==> config.mk <==
export PLATFORM = sky130hd
export DESIGN_NAME = dmem_pair_sequencer
export DESIGN_NICKNAME = d
export VERILOG_FILES = /design/src/rtl/dmem_pkg.sv /design/src/rtl/dmem_pair_sequencer.sv
export SDC_FILE = /design/constraint.sdc
export NUM_CORES = 1
export LEC_CHECK = 0
export ABC_AREA = 1
export CORE_AREA = 4 4 115 117
export DETAILED_ROUTE_END_ITERATION = 10
export DIE_AREA = 0 0 119 121
export PLACE_DENSITY = 0.74
export REMOVE_ABC_BUFFERS = 1
export SYNTH_ARGS = -nofsm -noshare
export SYNTH_HDL_FRONTEND = slang
export SYNTH_SLANG_ARGS = --single-unit
==> constraint.sdc <==
create_clock -name clk -period 3.7 [get_ports clk]
set_input_delay 0.555 -clock clk [delete_from_list [all_inputs] [get_ports clk]]
set_output_delay 0.555 -clock clk [all_outputs]
set_load 0.005 [all_outputs]
==> src/rtl/dmem_pkg.sv <==
// Shared types and helpers for the data-memory pair sequencer.
// State encoding, word width and word-aligned address helper.
package dmem_pkg;

  localparam int WORD_W = 32;

  typedef enum logic [2:0] {
    IDLE  = 3'd0,
    REQ1  = 3'd1,
    WAIT1 = 3'd2,
    REQ2  = 3'd3,
    WAIT2 = 3'd4,
    DONE  = 3'd5
  } state_t;

  function automatic logic [WORD_W-1:0] word_addr(input logic [WORD_W-1:0] byte_addr);
    return byte_addr & {{(WORD_W-2){1'b1}}, 2'b00};
  endfunction

endpackage

==> src/rtl/dmem_pair_sequencer.sv <==
// Issues up to two M-stage memory operations in program order over one
// request/grant/response port, stalling the pipeline until both complete.
module dmem_pair_sequencer
  import dmem_pkg::*;
(
  input  logic              clk,
  input  logic              reset,
  input  logic              MemRead_M,
  input  logic              MemWrite_M,
  input  logic [WORD_W-1:0] ALUOut_M,
  input  logic [WORD_W-1:0] WriteData_M,
  input  logic              MemRead_M2,
  input  logic              MemWrite_M2,
  input  logic [WORD_W-1:0] ALUOut_M2,
  input  logic [WORD_W-1:0] WriteData_M2,
  output logic              Stall_M,
  output logic [WORD_W-1:0] ReadData_M,
  output logic [WORD_W-1:0] ReadData_M2,
  output logic              mem_req,
  output logic              mem_we,
  output logic [WORD_W-1:0] mem_addr,
  output logic [WORD_W-1:0] mem_wdata,
  input  logic              mem_gnt,
  input  logic              mem_rvalid,
  input  logic [WORD_W-1:0] mem_rdata
);

  state_t state, state_nxt;
  logic   slot1_act, slot2_act;
  logic   stall_raw;

  // A store takes priority when both read and write are set in a slot.
  assign slot1_act = MemRead_M  | MemWrite_M;
  assign slot2_act = MemRead_M2 | MemWrite_M2;

  always_ff @(posedge clk or posedge reset) begin
    if (reset) state <= IDLE;
    else       state <= state_nxt;
  end

  always_comb begin
    state_nxt = state;
    case (state)
      IDLE: begin
        if (slot1_act)      state_nxt = REQ1;
        else if (slot2_act) state_nxt = REQ2;
      end
      REQ1: begin
        if (mem_gnt) begin
          if (!MemWrite_M)    state_nxt = WAIT1;
          else if (slot2_act) state_nxt = REQ2;
          else                state_nxt = DONE;
        end
      end
      WAIT1: begin
        if (mem_rvalid) state_nxt = slot2_act ? REQ2 : DONE;
      end
      REQ2: begin
        if (mem_gnt) state_nxt = MemWrite_M2 ? DONE : WAIT2;
      end
      WAIT2: begin
        if (mem_rvalid) state_nxt = DONE;
      end
      DONE:    state_nxt = IDLE;
      default: state_nxt = IDLE;
    endcase
  end

  // Slot mux: the bus carries the active slot only while requesting.
  always_comb begin
    mem_req   = 1'b0;
    mem_we    = 1'b0;
    mem_addr  = '0;
    mem_wdata = '0;
    stall_raw = 1'b0;
    case (state)
      IDLE: stall_raw = slot1_act | slot2_act;
      REQ1: begin
        stall_raw = 1'b1;
        mem_req   = 1'b1;
        mem_we    = MemWrite_M;
        mem_addr  = word_addr(ALUOut_M);
        mem_wdata = WriteData_M;
      end
      REQ2: begin
        stall_raw = 1'b1;
        mem_req   = 1'b1;
        mem_we    = MemWrite_M2;
        mem_addr  = word_addr(ALUOut_M2);
        mem_wdata = WriteData_M2;
      end
      WAIT1, WAIT2: stall_raw = 1'b1;
      default: ;
    endcase
  end

  assign Stall_M = stall_raw & ~reset;

  // Load results persist until the next load in the same slot.
  always_ff @(posedge clk or posedge reset) begin
    if (reset) begin
      ReadData_M  <= '0;
      ReadData_M2 <= '0;
    end else begin
      if (state == WAIT1 && mem_rvalid) ReadData_M  <= mem_rdata;
      if (state == WAIT2 && mem_rvalid) ReadData_M2 <= mem_rdata;
    end
  end

endmodule

==> flow_summary.ini, run 1 <==
[hold_path]
hp-class = flop to flop
hold_depth = 2
min_to = ReadData_M[22]$_DFFE_PP0P_
hp-start = ReadData_M[22]$_DFFE_PP0P_

[setup_path]
crit_required_ns = 3.14
critical_path_buf_inv_count = 3
r2r_end = ReadData_M2[5]$_DFFE_PP0P_
slowest_delay_ns = 0.56
crit_path_end_kind = primary output
worstReg2RegStart = state[0]$_DFFE_PP0P_
crit_family = buffers and inverters
r2r_slack_ns = 1.58
worst-setup-path-type = flop to primary output
r2r_cells = 6
path_cells = inv_2, nand2_2, nor2_4, buf_4, a32o_1, clkdlybuf4s50_1
cp-start-kind = flop
cp.arrival_ns = 2.52
cp_slowest_cell = clkdlybuf4s50_1
worstPathMaxFanout = 64

[timing]
holdWs_ns = 0.490
finalCriticalPeriod_ns = 3.08
worst_pin_slew_ns = 0.830
rsz0062_at_grt = no
hold_viol = 0
finalSetupViolCount = 0
slew_headroom_pct = 44.7
max_clock_freq_mhz = 325
skew_ns = 0.00343
finalMaxSlewViolations = 0
fin_crit_sh_pct = 83.2

[synthesis]
async_flop_share_pct = 100
yosysSeqAreaShare_pct = 47.9
synthesis.area_sq_mm = 0.00350
synthAdderAreaFrac_pct = 0
synth.distinct_cells = 20
ys.flop_type = dfrtp_1
synth_area_leaders = dfrtp_1 (48%), a32o_1 (18%), nand2_1 (9.2%)
synth_top_family_by_area = compound AO/OA/AOI/OAI gates
synth_common_cells = nand2_1 (86), dfrtp_1 (67), a32o_1 (62), o21ai_1 (49), inv_1 (41)
yosysTopAreaCellShare_pct = 47.9
ys_ff_latch = 67
synth_top_area_cell = dfrtp_1
ys_warn_count = 0
synth.area.mux_share_pct = 0
synthSimpleGateAreaFrac_pct = 13.4
syn_avg_cell_area_sq_um = 9.08
synth-edff-count = 0
synth-xor-area-share_pct = 0
synthCells = 386
synth_compound_area_share_pct = 27.0
synth_most_common_cell = nand2_1

[cts]
cts_setup_buffers = 0
clkLatencyLatePin_ns = 0.32
cts_buffers = 9
cts_tree = built
clock_sinks = 67
hold_buffers = 0
cts-resized-gates = 0
clk_path_buf_depth = 2
clkTransAtPathRegs_ns = 0.05
htreeDepth = 3
cts_root_buffer = clkbuf_16

[route]
drcViolationCount = 0
dr.pass1.iters = 5
postRouteAntennaNets = 0
vias = 3955
drt_wl_total_um = 15200
avgViaCountPerCell = 4.74
drtIter0Drc = 241
wl_per_cell_um = 18.2

[pwr]
p_switching_mw = 1.68
vdd_ir_drop_max_uv = 464
combPwrFrac_pct = 57.0
clkPwrFrac_pct = 17.2
swShare_pct = 34.3
internal_power_mw = 3.22
leakage_nw = 2.87
p_seq_share_pct = 25.8
p_per_area_mw_per_mm2 = 725

[global_routing]
grt_use_total_pct = 20.2
grt_pass1_wl_um = 22700
first_global_vias = 3990
grt_start_max_net_pins = 68
overflow = 0
antenna_found_initial = 1

[placed_design]
globalplace.congestion = 0.872
placed_area_sq_mm = 0.00645
port_buffers = 292
dpl.hpwl_um = 11600

[job]
cap_viol_max_count = 0

[floorplanning]
die_y_um = 121
die-width_um = 119
ioPinCount = 299
dieArea_sq_mm = 0.0144
num_rows = 41
core_sq_mm = 0.0124
start_util_pct = 28.3

[finish]
area_delta_synth_final_pct = 92.6
fillerInstances = 1121
drive_gt1_share_pct = 4.22
nets = 827
diodes = 0
fin_area_sq_mm = 0.00675

[run_status]
status = complete, no violations
[placed cells by master, fill, tap and decap left out, types with 3 or more instances in the layout]
cell,Yosys,layout
dfrtp_1,67,66
nand3_1,12,12
nand2_1,86,86
nor2_1,9,8
inv_1,41,40
o21ai_0,16,16
clkdlybuf4s50_1,0,292
o21ai_1,49,49
a32o_1,62,62
buf_4,10,3
inv_2,3,4
clkbuf_16,0,9
[flip-flops by register name, summed over array words and instances, names as in the netlist]
name and cells:
state 3, ReadData_M 32, ReadData_M2 32
[power by group through the flow]
stage | clock network (mW) | logic (mW) | registers, mW
finish | 0.841 | 2.79 | 1.27
global route | 0.894 | 3.03 | 1.31
CTS | 0.866 | 2.83 | 1.27
detailed placement | 0 | 2.81 | 1.27
global placement | 0 | 2.77 | 1.25
floorplan | 0 | 0.940 | 1.34
[stage by stage]
| step | util (%) | worst slack (ns) | std cells | total power [mW] | TNS [ns] |
|---|---|---|---|---|---|
| CTS | 54.6 | 0.630 | 835 | 4.96 | 0 |
| detailed placement | 52.2 | 0.998 | 820 | 4.08 | 0 |
| global placement | 52.2 | 1.02 | 820 | 4.02 | 0 |
| global route | 54.6 | 0.518 | 835 | 5.23 | 0 |
| finish | 54.6 | 0.622 | 835 | 4.90 | 0 |
| floorplan | - | -0.697 | 352 | 2.28 | -40.40 |
[worst max path at each step]
stage | start | endpoint | slack, ns | cells past startpoint
floorplan | state[0]$_DFFE_PP0P_ | mem_we | -0.70 | 4
global placement | state[2]$_DFFE_PP0P_ | mem_addr[13] | 1.02 | 6
detailed placement | state[2]$_DFFE_PP0P_ | mem_addr[13] | 1.0 | 6
CTS | state[2]$_DFFE_PP0P_ | mem_addr[13] | 0.63 | 6
global route | state[2]$_DFFE_PP0P_ | mem_addr[13] | 0.52 | 6
finish | state[2]$_DFFE_PP0P_ | mem_addr[13] | 0.62 | 6
[metal layers]
metal | part of all wire, % | track usage [%] | wire [um] | up-vias
met5 | 0.085 | 0 | 13 | -
met3 | 9.9 | 7.74 | 1510 | 20
met2 | 48 | 33.1 | 7270 | 194
met1 | 41 | 24.8 | 6190 | 1839
li1 | - | - | - | 1900
met4 | 1.5 | 5.36 | 232 | 2
[area by class of cell]
| cell class | count | area, sq um | share of cell area (%) |
|---|---|---|---|
| Inverter | 44 | 165 | 2.45 |
| Tap cell | 172 | 215 | 3.19 |
| Clock buffer | 13 | 260 | 3.86 |
| Sequential cell | 67 | 1680 | 24.9 |
| Multi-Input combinational cell | 241 | 1430 | 21.2 |
| Timing Repair Buffer | 296 | 2970 | 43.9 |
| Clock inverter | 2 | 35.0 | 0.519 |
[worst register-to-register path, cell delays in order (launching register included)]
cell	delay, ns
dfrtp_2	0.36
buf_4	0.54
inv_2	0.19
nand2_1	0.15
nor2_2	0.07
nand2_4	0.44
o21ai_0	0.22
[cells by family (layout without fill, tap and decap cells)]
| group | count (synthesis) | after routing |
|---|---|---|
| buffers and inverters | 79 | 355 |
| AOI/OAI and AO/OA | 127 | 127 |
| and+or+nand+nor | 112 | 112 |
| other | 1 | 2 |
| DFF | 67 | 67 |
No activity file was read; power rests on OpenSTA's default activity.
==> inputs of run 2 (changes only) <==
--- a/config.mk
+++ b/config.mk
@@ -6,10 +6,10 @@
 export NUM_CORES = 1
 export LEC_CHECK = 0
 export ABC_AREA = 1
-export CORE_AREA = 4 4 115 117
+export CORE_AREA = 4 4 113 115
 export DETAILED_ROUTE_END_ITERATION = 10
-export DIE_AREA = 0 0 119 121
-export PLACE_DENSITY = 0.74
+export DIE_AREA = 0 0 117 119
+export PLACE_DENSITY = 0.76
 export REMOVE_ABC_BUFFERS = 1
 export SYNTH_ARGS = -nofsm -noshare
 export SYNTH_HDL_FRONTEND = slang
==> constraint.sdc (replaced) <==
create_clock -name clk -period 2.9 [get_ports clk]
set_input_delay 0.435 -clock clk [delete_from_list [all_inputs] [get_ports clk]]
set_output_delay 0.435 -clock clk [all_outputs]
set_load 0.005 [all_outputs]
==> run 2 against run 1 <==
Against the previous run:
- non-clock buffer count up 3
- largest cell class unchanged
- via count up 2.1%
- die area down 3.3%
- clock power up 18%
- flip-flop and latch count unchanged
- power up 28%
- final cell count down 2.3%
- highest routed layer unchanged
- combinational power up 31%
- critical path type unchanged
- routed wire length up 2.5%
- sequential share of layout area about the same
- clock skew up 0.0031 ns
==> flow_summary.ini, run 2 (synthesis gave the netlist of run 1 again) <==
[finish]
nets = 830
drive_gt1_share_pct = 5.10
reg.largest.list = ReadData_M2: 32 flops, ReadData_M: 32 flops, state: 3 flops
fin_area_sq_mm = 0.00675
fillerInstances = 995
final_cell_mix = clkdlybuf4s50_1 (292), nand2_1 (86), dfrtp_1 (66), a32o_1 (62), o21ai_1 (49)
area_delta_synth_final_pct = 92.7
layout_commonest_cell = clkdlybuf4s50_1
fin_cells = 816
fin_util_pct = 57.2

[hold_path]
hp-class = flop to flop

[pwr]
p_per_area_mw_per_mm2 = 928
leakage_nw = 2.88
finalPower_mw = 6.27
vdd_ir_drop_max_uv = 634

[global_routing]
grtUsageMet1_pct = 24.2
grt_start_max_net_pins = 68
busiest_layer = met2
overflow = 0
grt_use_total_pct = 21.4
met2_usage_pct = 34.9
grt_pass1_wl_um = 22800
first_global_vias = 4078
use_met3_pct = 9.04
antenna_found_initial = 3

[cts]
clk_path_buf_depth = 2
clkTransAtPathRegs_ns = 0.05
htreeDepth = 3
hold_buffers = 0
clock_sinks = 67
cts_buffers = 9
cts_root_buffer = clkbuf_16
clkLatencyLatePin_ns = 0.33
cts-resized-gates = 0
cts_setup_buffers = 0
cts_tree = built

[placed_design]
post-place-ws_ns = 0.498
placed_area_sq_mm = 0.00647
dpl.cell_count = 798
port_buffers = 292
globalplace.congestion = 0.847
dpl.hpwl_um = 12100

[route]
avgViaCountPerCell = 4.95
postRouteAntennaNets = 0
drtIter0Drc = 290
drcViolationCount = 0
wl_per_cell_um = 19.1
drt_wl_total_um = 15600
vias = 4040
dr.pass1.iters = 5

[setup_path]
crit_required_ns = 2.47
endpoint = mem_addr[21]
worst-setup-path-type = flop to primary output
crit_path_end_kind = primary output
r2r_slack_ns = 0.77
worstReg2RegStart = state[1]$_DFFE_PP0P_
r2r_cells = 6
r2r_end = ReadData_M[25]$_DFFE_PP0P_
crit_path_start = state[2]$_DFFE_PP0P_
worstPathMaxFanout = 51
cp-start-kind = flop
cp.arrival_ns = 2.32

[floorplanning]
dieArea_sq_mm = 0.0139
die-width_um = 117
core_sq_mm = 0.0118
die_y_um = 119
num_rows = 40
start_util_pct = 29.7
ioPinCount = 299

[timing]
skew_ns = 0.00656
max_clock_freq_mhz = 363
rsz0062_at_grt = no
fin_ws_ns = 0.149
fin_tns_setup_ns = 0
worst_pin_slew_ns = 0.836
finalMaxSlewViolations = 0
finalSetupViolCount = 0
finalCriticalPeriod_ns = 2.75
hold_viol = 0
holdWs_ns = 0.487
slew_headroom_pct = 44.2
fin_crit_sh_pct = 94.9

[job]
cap_viol_max_count = 0

[run_status]
status = complete, no violations
-- run 2: cell types whose count changed in the layout (fill, tap and decap cells not counted) --
cell and delta:
clkbuf_1 -2, clkinvlp_4 +2, buf_4 +1, bufinv_16 -1
clkbuf_8 -2, buf_12 +2, diode_2 +2, inv_6 +2
clkinv_2 +1, clkinv_4 +1
-- run 2: metal layers --
metal  up-vias  wire length [um]  part of all wire [%]
met1      1899              5840                    37
met5         -                13                 0.083
met3        30              1820                    12
met4         2               449                   2.9
met2       197              7480                    48
li1       1912                 -                     -
-- run 2: area by class of cell --
type / instances / area (sq um) / area share, %
timing repair buffer: 299 / 3010 / 44.6
sequential: 67 / 1680 / 24.9
multi-input combinational: 241 / 1430 / 21.2
clock buffer: 9 / 225 / 3.34
tap: 147 / 184 / 2.72
inverter: 44 / 165 / 2.45
clock inverter: 7 / 51.3 / 0.760
antenna: 2 / 5.00 / 0.0741
-- run 2: how the worst min path moves through the flow --
stage                                      from                           to  cells past startpoint  slack (ns)
finish              ReadData_M2[20]$_DFFE_PP0P_  ReadData_M2[20]$_DFFE_PP0P_                      2        0.49
detailed placement   ReadData_M[27]$_DFFE_PP0P_   ReadData_M[27]$_DFFE_PP0P_                      2        0.48
CTS                  ReadData_M[27]$_DFFE_PP0P_   ReadData_M[27]$_DFFE_PP0P_                      2        0.49
global placement     ReadData_M2[8]$_DFFE_PP0P_   ReadData_M2[8]$_DFFE_PP0P_                      2        0.47
global route         ReadData_M[11]$_DFFE_PP0P_   ReadData_M[11]$_DFFE_PP0P_                      2        0.51
floorplan           ReadData_M2[13]$_DFFE_PP0P_  ReadData_M2[13]$_DFFE_PP0P_                      2        0.48
-- run 2: critical path: stages (launching register included) --
cell	delay, ns
dfrtp_1	0.43
inv_2	0.14
nand2_2	0.10
nor2_4	0.23
buf_12	0.27
a32o_1	0.23
clkdlybuf4s50_1	0.57
-- run 2: where the power goes --
part	leakage (nW)	switching [mW]	internal [mW]
clock	0.132	0.413	0.581
combinational	1.90	1.56	2.10
sequential	0.842	0.256	1.36
total	2.88	2.23	4.04
==> inputs of run 3 (changes only) <==
--- a/config.mk
+++ b/config.mk
@@ -10,7 +10,6 @@
 export DETAILED_ROUTE_END_ITERATION = 10
 export DIE_AREA = 0 0 117 119
 export PLACE_DENSITY = 0.76
-export REMOVE_ABC_BUFFERS = 1
 export SYNTH_ARGS = -nofsm -noshare
 export SYNTH_HDL_FRONTEND = slang
 export SYNTH_SLANG_ARGS = --single-unit
==> run 3 against run 2 <==
Against the previous run:
- count of clock-buffer cells in the layout unchanged
- largest power group unchanged
- flip-flop and latch count unchanged
- clock skew up 0.0025 ns
==> flow_summary.ini, run 3 (synthesis gave the netlist of run 1 again) <==
[cts]
cts_setup_buffers = 0
cts_buffers = 9
clkTransAtPathRegs_ns = 0.05
clock_sinks = 67
cts_tree = built
clk_path_buf_depth = 2
clkLatencyLatePin_ns = 0.32
cts_root_buffer = clkbuf_16
hold_buffers = 0
htreeDepth = 3
cts-resized-gates = 0

[timing]
skew_ns = 0.00908
fin_tns_setup_ns = 0
finalSetupViolCount = 0
max_clock_freq_mhz = 365
rsz0062_at_grt = no
finalCriticalPeriod_ns = 2.74
worst_pin_slew_ns = 0.844
hold_viol = 0
fin_crit_sh_pct = 94.5
slew_headroom_pct = 43.8
finalMaxSlewViolations = 0

[finish]
multi_input_area_sq_mm = 0.00143
fin_cells = 815
fillerInstances = 1081
layout_commonest_cell = clkdlybuf4s50_1
final_cell_mix = clkdlybuf4s50_1 (292), nand2_1 (86), dfrtp_1 (66), a32o_1 (62), o21ai_1 (49)
final-seq-area_sq_mm = 0.00168
fin_util_pct = 57.1
reg.largest.list = ReadData_M2: 32 flops, ReadData_M: 32 flops, state: 3 flops
area_delta_synth_final_pct = 92.6
drive_gt1_share_pct = 5.10
nets = 830

[setup_path]
r2r_cells = 5
path_cells = inv_2, nor2_4, buf_4, a32o_1, clkdlybuf4s50_1
cp_slowest_cell = clkdlybuf4s50_1
cp.arrival_ns = 2.31
worst-setup-path-type = flop to primary output
crit_family = buffers and inverters
slowest_delay_ns = 0.54
r2r_slack_ns = 0.65
crit_path_end_kind = primary output
worstSetupPathDepth = 5
cp-start-kind = flop
crit_required_ns = 2.47
crit_path_start = state[1]$_DFFE_PP0P_
worstPathMaxFanout = 46
worstReg2RegStart = state[1]$_DFFE_PP0P_
critical_path_buf_inv_count = 3
endpoint = mem_wdata[2]
r2r_end = ReadData_M[20]$_DFFE_PP0P_

[route]
drtIter0Drc = 261
wl_per_cell_um = 19.8
postRouteAntennaNets = 0
avgViaCountPerCell = 4.97
drt_wl_total_um = 16100
vias = 4053
drcViolationCount = 0
dr.pass1.iters = 5

[floorplanning]
num_rows = 40
start_util_pct = 29.7
die-width_um = 117
core_sq_mm = 0.0118
dieArea_sq_mm = 0.0139
ioPinCount = 299
die_y_um = 119

[run_status]
status = complete, no violations

[job]
cap_viol_max_count = 0

[placed_design]
globalplace.congestion = 0.932
dpl.hpwl_um = 12900
port_buffers = 292
dpl.cell_count = 798

[pwr]
vdd_ir_drop_max_uv = 460
p_per_area_mw_per_mm2 = 936
leakage_nw = 2.88

[global_routing]
antenna_found_initial = 2
grt_start_max_net_pins = 68
grt_use_total_pct = 21.9
grt_pass1_wl_um = 23000
first_global_vias = 4071
overflow = 0

[hold_path]
hp-class = flop to flop
[run 3: metal layers]
metal	vias up	wire (um)	track usage (%)
li1	1916	-	-
met1	1913	5420	23.1
met2	196	8040	37.8
met3	26	2160	9.91
met4	2	486	7.89
met5	-	13	0
[run 3: power breakdown]
part	leakage, nW	total (mW)	switching (mW)	internal [mW]
clock network	0.147	1.09	0.420	0.671
logic	1.89	3.58	1.51	2.07
registers	0.842	1.64	0.286	1.36
total	2.88	6.32	2.22	4.10
[run 3: final cells by class]
cell class,instances,share of cell area [%]
timing repair buffer,299,44.3
sequential,67,24.9
multi-input combinational,241,21.2
clock buffer,9,3.34
tap,147,2.73
inverter,44,2.45
clock inverter,7,1.09
antenna,1,0.0371
[run 3: worst min-delay path, stage by stage, from the launching register on]
cell     delay (ns)
dfrtp_1        0.34
nand2_1        0.05
o21ai_0        0.06
[run 3: how the worst min path moves through the flow]
stage,startpoint,endpoint,slack [ns],cells past startpoint
3_5_place_dp,ReadData_M[23]$_DFFE_PP0P_,ReadData_M[23]$_DFFE_PP0P_,0.48,2
2_1_floorplan,ReadData_M2[13]$_DFFE_PP0P_,ReadData_M2[13]$_DFFE_PP0P_,0.48,2
4_1_cts,ReadData_M2[9]$_DFFE_PP0P_,ReadData_M2[9]$_DFFE_PP0P_,0.49,2
6_report,ReadData_M2[9]$_DFFE_PP0P_,ReadData_M2[9]$_DFFE_PP0P_,0.48,2
5_1_grt,ReadData_M2[3]$_DFFE_PP0P_,ReadData_M2[3]$_DFFE_PP0P_,0.52,2
3_3_place_gp,ReadData_M2[4]$_DFFE_PP0P_,ReadData_M2[4]$_DFFE_PP0P_,0.47,2
[run 3: per-stage QoR]
stage | hold slack [ns] | cell area [sq um] | setup slack [ns] | total power [mW]
2_1_floorplan | 0.476 | 3510 | 0.341 | 3.12
3_3_place_gp | 0.468 | 6440 | 0.565 | 5.18
3_5_place_dp | 0.477 | 6440 | 0.533 | 5.27
4_1_cts | 0.489 | 6740 | 0.175 | 6.40
5_1_grt | 0.516 | 6750 | 0.0465 | 6.74
6_report | 0.481 | 6750 | 0.160 | 6.32
